<file path="src/rtl/l2cache_control_if.sv">
// L1 request and physical-memory handshake bundle for the L2 controller.
// master = controller side, slave = L1/pmem side.
interface l2cache_control_if;
  logic mem_read;
  logic mem_write;
  logic mem_resp;
  logic pmem_read;
  logic pmem_write;
  logic pmem_resp;

  modport master (
    input  mem_read, mem_write, pmem_resp,
    output mem_resp, pmem_read, pmem_write
  );
  modport slave (
    output mem_read, mem_write, pmem_resp,
    input  mem_resp, pmem_read, pmem_write
  );
endinterface

</file>
<file path="src/rtl/l2cache_control.sv">
// Control FSM for a 4-way, 8-set, write-back/write-allocate L2 datapath.
// Optional performance counters are built only when L2_PERF_CNT_EN is defined.
module l2cache_control #(
  parameter int CNT_WIDTH = 16
) (
  input  logic                 clk,
  input  logic                 reset_n,
  l2cache_control_if.master    bus,
  input  logic                 hit_signal,
  input  logic                 dirty_out,
  output logic                 data_write,
  output logic                 tag_update,
  output logic                 LRU_write,
  output logic                 dirty_update,
  output logic                 dirty_bit_mux_sel,
  output logic                 data_write_mux_sel,
  output logic                 select_sig_mux_sel,
  output logic                 pmem_address_mux_sel,
  input  logic                 perf_clear,
  output logic [CNT_WIDTH-1:0] hit_count,
  output logic [CNT_WIDTH-1:0] miss_count,
  output logic [CNT_WIDTH-1:0] wb_count
);

  typedef enum logic [1:0] {IDLE, COMPARE, WRITEBACK, ALLOCATE} state_t;

  state_t state, next;
  logic   refill, refill_next;
  logic   req;
  logic   hit_ev, miss_ev, wb_ev;

  assign req = bus.mem_read | bus.mem_write;

  always_ff @(posedge clk or negedge reset_n) begin
    if (!reset_n) begin
      state  <= IDLE;
      refill <= 1'b0;
    end else begin
      state  <= next;
      refill <= refill_next;
    end
  end

  always_comb begin
    next                 = state;
    refill_next          = refill;
    bus.mem_resp         = 1'b0;
    bus.pmem_read        = 1'b0;
    bus.pmem_write       = 1'b0;
    data_write           = 1'b0;
    tag_update           = 1'b0;
    LRU_write            = 1'b0;
    dirty_update         = 1'b0;
    dirty_bit_mux_sel    = 1'b0;
    data_write_mux_sel   = 1'b0;
    select_sig_mux_sel   = 1'b0;
    pmem_address_mux_sel = 1'b0;
    hit_ev               = 1'b0;
    miss_ev              = 1'b0;
    wb_ev                = 1'b0;
    case (state)
      IDLE: begin
        refill_next = 1'b0;
        if (req) next = COMPARE;
      end
      COMPARE: begin
        // a request abandoned during a miss leaves the filled line behind silently
        if (!req) begin
          next = IDLE;
        end else if (hit_signal) begin
          bus.mem_resp       = 1'b1;
          select_sig_mux_sel = 1'b1;
          LRU_write          = 1'b1;
          hit_ev             = ~refill;
          next               = IDLE;
          if (bus.mem_write) begin
            data_write         = 1'b1;
            data_write_mux_sel = 1'b1;
            dirty_update       = 1'b1;
            dirty_bit_mux_sel  = 1'b1;
          end
        end else begin
          miss_ev = 1'b1;
          next    = dirty_out ? WRITEBACK : ALLOCATE;
        end
      end
      WRITEBACK: begin
        bus.pmem_write       = 1'b1;
        pmem_address_mux_sel = 1'b1;
        if (bus.pmem_resp) begin
          wb_ev = 1'b1;
          next  = ALLOCATE;
        end
      end
      ALLOCATE: begin
        bus.pmem_read = 1'b1;
        if (bus.pmem_resp) begin
          data_write   = 1'b1;
          tag_update   = 1'b1;
          dirty_update = 1'b1;
          refill_next  = 1'b1;
          next         = COMPARE;
        end
      end
      default: next = IDLE;
    endcase
  end

`ifdef L2_PERF_CNT_EN
  localparam logic [CNT_WIDTH-1:0] CNT_MAX = '1;

  always_ff @(posedge clk or negedge reset_n) begin
    if (!reset_n) begin
      hit_count  <= '0;
      miss_count <= '0;
      wb_count   <= '0;
    end else if (perf_clear) begin
      hit_count  <= '0;
      miss_count <= '0;
      wb_count   <= '0;
    end else begin
      if (hit_ev  && hit_count  != CNT_MAX) hit_count  <= hit_count  + CNT_WIDTH'(1);
      if (miss_ev && miss_count != CNT_MAX) miss_count <= miss_count + CNT_WIDTH'(1);
      if (wb_ev   && wb_count   != CNT_MAX) wb_count   <= wb_count   + CNT_WIDTH'(1);
    end
  end
`else
  logic unused_perf;
  assign unused_perf = ^{perf_clear, hit_ev, miss_ev, wb_ev};
  assign hit_count   = '0;
  assign miss_count  = '0;
  assign wb_count    = '0;
`endif

endmodule

</file>
<file path="src/flat_wrapper.sv">
// flat-port wrapper written by rule: the top's interface ports become plain ports
module l2cache_control_flat 
#(
  parameter int CNT_WIDTH = 16
)
  (clk, reset_n, hit_signal, dirty_out, data_write, tag_update, LRU_write, dirty_update, dirty_bit_mux_sel, data_write_mux_sel, select_sig_mux_sel, pmem_address_mux_sel, perf_clear, hit_count, miss_count, wb_count, bus_mem_read, bus_mem_write, bus_pmem_resp, bus_mem_resp, bus_pmem_read, bus_pmem_write);
  l2cache_control_if bus_i ();
  input  logic clk;
  input  logic reset_n;
  input  logic hit_signal;
  input  logic dirty_out;
  output logic data_write;
  output logic tag_update;
  output logic LRU_write;
  output logic dirty_update;
  output logic dirty_bit_mux_sel;
  output logic data_write_mux_sel;
  output logic select_sig_mux_sel;
  output logic pmem_address_mux_sel;
  input  logic perf_clear;
  output logic [CNT_WIDTH-1:0] hit_count;
  output logic [CNT_WIDTH-1:0] miss_count;
  output logic [CNT_WIDTH-1:0] wb_count;
  input wire logic [$bits(bus_i.mem_read)-1:0] bus_mem_read;
  input wire logic [$bits(bus_i.mem_write)-1:0] bus_mem_write;
  input wire logic [$bits(bus_i.pmem_resp)-1:0] bus_pmem_resp;
  output wire logic [$bits(bus_i.mem_resp)-1:0] bus_mem_resp;
  output wire logic [$bits(bus_i.pmem_read)-1:0] bus_pmem_read;
  output wire logic [$bits(bus_i.pmem_write)-1:0] bus_pmem_write;
  assign bus_i.mem_read = bus_mem_read;
  assign bus_i.mem_write = bus_mem_write;
  assign bus_i.pmem_resp = bus_pmem_resp;
  assign bus_mem_resp = bus_i.mem_resp;
  assign bus_pmem_read = bus_i.pmem_read;
  assign bus_pmem_write = bus_i.pmem_write;
  l2cache_control #(.CNT_WIDTH(CNT_WIDTH)) u_core (.clk(clk), .reset_n(reset_n), .bus(bus_i), .hit_signal(hit_signal), .dirty_out(dirty_out), .data_write(data_write), .tag_update(tag_update), .LRU_write(LRU_write), .dirty_update(dirty_update), .dirty_bit_mux_sel(dirty_bit_mux_sel), .data_write_mux_sel(data_write_mux_sel), .select_sig_mux_sel(select_sig_mux_sel), .pmem_address_mux_sel(pmem_address_mux_sel), .perf_clear(perf_clear), .hit_count(hit_count), .miss_count(miss_count), .wb_count(wb_count));
endmodule
</file>
<file path="config.mk">
export PLATFORM = sky130hd
export DESIGN_NAME = l2cache_control_flat
export DESIGN_NICKNAME = d
export VERILOG_FILES = /design/src/rtl/l2cache_control_if.sv /design/src/rtl/l2cache_control.sv /design/src/flat_wrapper.sv
export SDC_FILE = /design/constraint.sdc
export NUM_CORES = 1
export LEC_CHECK = 0
export CAP_MARGIN = 5
export CORE_MARGIN = 2
export CORE_UTILIZATION = 29
export CTS_BUF_LIST = sky130_fd_sc_hd__clkbuf_2
export CTS_CLUSTER_SIZE = 14
export DETAILED_ROUTE_END_ITERATION = 10
export MAX_ROUTING_LAYER = met4
export PLACE_DENSITY = 0.82
export SYNTH_ARGS = -nofsm -noshare
export SYNTH_HDL_FRONTEND = slang
export SYNTH_SLANG_ARGS = --single-unit
</file>
<file path="constraint.sdc">
create_clock -name clk -period 1.86 [get_ports clk]
set_clock_uncertainty 0.15 [all_clocks]
set_input_delay 0.279 -clock clk [delete_from_list [all_inputs] [get_ports clk]]
set_output_delay 0.279 -clock clk [all_outputs]
set_load 0.005 [all_outputs]
</file>
**Yosys cells after proc, flatten, opt, wreduce, memory -nomap -nowiden**

Index checks and enable logic that the tools add are counted.

- Add/subtract/negate cells: 0
- $mul: 0
- Divide/modulo/power cells: 0
- Order comparisons: 0
- Equality and inequality tests: 6
- Shift operators: 0
- Mux-type cells: 19
- Bitwise operators: 1
- Reductions and logical operators: 2

Operators by type and width:

| kind | count |
|---|---|
| $mux 1 | 12 |
| $mux 2 | 5 |
| $pmux 2 s4 | 1 |
| $eq 2x2->1 const B | 2 |
| $ne 2x2->1 const B | 2 |
| $reduce_and 3->1 | 1 |
| $eq 2x1->1 const B | 1 |
| $logic_not 2->1 | 1 |
| $ne 2x1->1 const B | 1 |
| $pmux 1 s2 | 1 |
| $or 1x1->1 | 1 |

- Flip-flop bits (word level): 2
- Bits in latches: 0
- Memory bits (writable): 0
- ROM bits: 0
- Input port bits: 8
- Output and inout port bits: 59
- Memories kept: 0

**Longest topological paths before layout**

- Depth after elaboration: 4
- Gate-level depth with buffers: 5

**Worst setup path after synthesis**

Ideal clock, no wire load.

- Path type: reg2out
- Start point: register u_core.state[0]
- End point: output port dirty_update
- Arrival: 1.237 ns
- Path slack: 0.194 ns
- Stages on the path, launching flop included: 5
- Cell sequence: dfrtp_1 > ha_1 > or2_2 > a21o_1 > buf_4

- Cells in the longest elaborated chain, start to end: 2
- Elaborated cells between the ends (all ways): 3
- Classes of those cells: 2 x eq/ne; 1 x mux

Ends and longest elaborated chain:

| item | line | source |
|---|---|---|
| start, declared | l2cache_control.sv:27 | `state_t state, next;` |
| start signal, assigned | l2cache_control.sv:39 | `state <= next;` |
| $eq 2x2->1 or $eq 2x1->1 (tied branches) | - |  |
| $pmux 1 s2 * | - |  |
| end, declared | flat_wrapper.sv:15 | `output logic dirty_update;` |

Every way passes the cells marked *; elsewhere a longest branch is shown, timed or not.

**Worst setup path after layout**

- Start point: register u_core.state[0]
- End point: output port bus_pmem_read

- Cells in the longest elaborated chain, start to end: 2

Ends and longest elaborated chain:

| item | line | source |
|---|---|---|
| $eq 2x2->1 | - |  |
| $mux 1 | l2cache_control.sv:61 | `case (state)` |
| end, declared | flat_wrapper.sv:28 | `output wire logic [$bits(bus_i.pmem_read)-1:0] bus_pmem_read;` |

Every way passes these cells.

==> results by group <==
Logic synthesis
  • Primary FF master, synth: dfrtp_1
  • Ys Warns: 0
  • Synth Area in XOR/XNOR: 0%
  • Syn_area_per_cell: 8.06 µm²
  • Simple-Gate Fraction of Synth Area: 6.29%
  • Synth Instances: 79
  • Combinational family with the most area after synthesis: buffers and inverters
  • Post-synth ARST share: 100%
  • Post-Syn Area: 637 µm²
  • Post-synth EDFFs: 0
  • Yosys cell types: 18
  • Complex-gate fraction of the synthesized area: 8.25%
  • Synth Register Bits: 2
  • Post-synthesis mux area share: 2.36%
  • Sequential fraction of the synthesis area: 7.86%
  • Post-Synth Adder-Cell Area: 9.82%

Job
  • Max cap viols: 0

Clock network
  • Clock buffer count from CTS: 3
  • Clock-pin slew on the worst setup and hold paths: 30 ps
  • Cts hold-fix bufs: 0
  • Clock Tree Buf Depth: 2
  • Clock insertion delay at the later pin of the skew report: 180 ps
  • Sink Count: 2
  • Root Buffer: clkbuf_2
  • CTS tree: done
  • H-tree levels: 1

Setup path
  • Crit Reg-Reg Endpoint: u_core.state[0]$_DFFE_PN0P_
  • Crit. Startpoint: u_core.state[0]$_DFFE_PN0P_
  • R2R cell count: 6
  • CP Max Fanout: 3
  • Startpoint types: flip-flop
  • CP required: 1430 ps
  • Worst EP arrival: 1410 ps
  • Worst R2R Start: u_core.state[0]$_DFFE_PN0P_
  • Crit. End Element: output pin
  • Setup CP Type: reg -> out
  • Worst R2R Setup Slack: 110 ps

Worst hold path
  • Hold Path Class: in -> async

Timing
  • Final Hold Violating Endpoints: 0
  • Final period utilization: 98.9%
  • Fmax: 544 MHz
  • Final hold slack: 119 ps
  • Final count of negative-setup-slack endpoints: 0
  • Tmin final: 1840 ps
  • RSZ-0062 raised after global routing: true
  • Slew Limit Fails: 0

Floorplanning
  • Starting density of the core: 31.5%
  • Cell Rows: 16
  • Die X-Extent: 50.9 µm
  • I/O pin count: 67
  • Die height: 50.9 µm
  • Die Area: 2590 µm²
  • CORE AREA: 2020 µm²

Cells and area
  • Post-route cell area: 741 µm²
  • Top Registers: u_core.state (2)
  • Commonest non-fill, non-tap cell in the layout: conb_1
  • Final net count: 120
  • Max reg flops: 2
  • Most frequent cells in the layout: 48 x conb_1, 12 x buf_4, 7 x clkbuf_2, 7 x clkdlybuf4s50_1, 4 x dlygate4sd2_1
  • Core Util, Final: 36.6%
  • Register with the most flip-flops: u_core.state
  • Layout cells sized above 1: 30.5%
  • Area Growth Syn to Fin: 16.3%
  • Ant. Diodes: 0

Pwr
  • Peak supply drop: 0.000301 V
  • Static leakage: 0.000447 µW
  • Cell Pwr Density: 956 nW/µm²

Place
  • Post-DP Area: 694 µm²
  • PortBufs: 17
  • HPWL Detailed: 919 µm
  • RePlAce Congestion: 0.734

Global routing
  • All-Layer GR Usage: 7.47%
  • Vias in the first global route: 339
  • Largest net degree at the start of global routing: 5
  • First-pass GRT wire length: 1380 µm
  • Total congestion overflow: 0
  • Initial antenna violation count: 0

Detailed routing
  • Vias per std cell: 3.25
  • Post-DRT Antenna Nets: 0
  • DRC viols: 0
  • WL per Instance: 8.19 µm
  • Number of detailed-route iterations in the first pass: 3
  • Total wire length: 1080 µm
  • Via count: 429
  • Initial DRC Count: 1

Status
  • Status: finished clean
-- timing repair --
action	CTS	global route
pin swaps	1	3
buffers inserted	2	1
setup endpoints to repair	10	7
resized for setup	24	10
hold endpoints to repair	0	0
-- cell families after synthesis --
logic type	Yosys count
AND/OR/NAND/NOR	6
buffers and inverters	57
multiplexers	1
other	1
AO/OA/AOI/OAI	7
flip-flops	2
adder cells (fa/ha/maj)	5
-- metrics by stage --
stage               setup TNS, ps  total power (µW)  setup slack (ps)  std cells
global route                 -107               770             -36.6        132
floorplan                       0               416               194        126
global placement             -947               556              -170        127
CTS                          -255               685              -119        132
finish                          0               708              20.3        132
detailed placement          -1250               586              -206        127
-- worst max path at each step --
stage / to / depth (start not counted)
after floorplan: dirty_update / 4
after global placement: data_write / 4
after detailed placement: dirty_update / 4
after CTS: dirty_update / 4
after global routing: data_write / 6
final: bus_pmem_read / 3
-- final cells by class --
| type | count | area [µm²] |
|---|---|---|
| fillers | 225 | 1280 |
| multi-input cells | 67 | 395 |
| repair buffers | 29 | 231 |
| flip-flops and latches | 2 | 50.0 |
| well taps | 27 | 33.8 |
| clock buffers | 3 | 15.0 |
| inverters | 4 | 15.0 |
-- synthesized netlist by cell type, drive strengths merged (2+ instances only) --
master | count | share of area [%]
dfrtp | 2 | 7.9
o21ai | 2 | 1.6
buf | 53 | 62
ha | 5 | 9.8
nor2 | 2 | 1.2
inv | 4 | 2.4
-- per-layer routing --
layer	vias up	wire (µm)	global-route usage [%]
li1	197	-	-
met1	195	306	6.25
met2	37	651	14.9
met3	0	122	1.75
met4	0	0	4.05
met5	-	0	-
-- critical path, cell delays in order (launching register included) --
cell and delay, ps:
dfrtp_1 430, ha_2 210, buf_4 110, clkdlybuf4s50_1 480
-- power by group --
| part | leakage, µW | internal, µW | total (µW) | switching (µW) |
|---|---|---|---|---|
| Combinational | 0.000410 | 314 | 552 | 237 |
| Clock | 0.0000125 | 42.6 | 63.4 | 20.8 |
| Sequential | 0.0000249 | 65.2 | 92.9 | 27.7 |
| Total | 0.000447 | 422 | 708 | 286 |
Power figures use the tool's default switching activity.
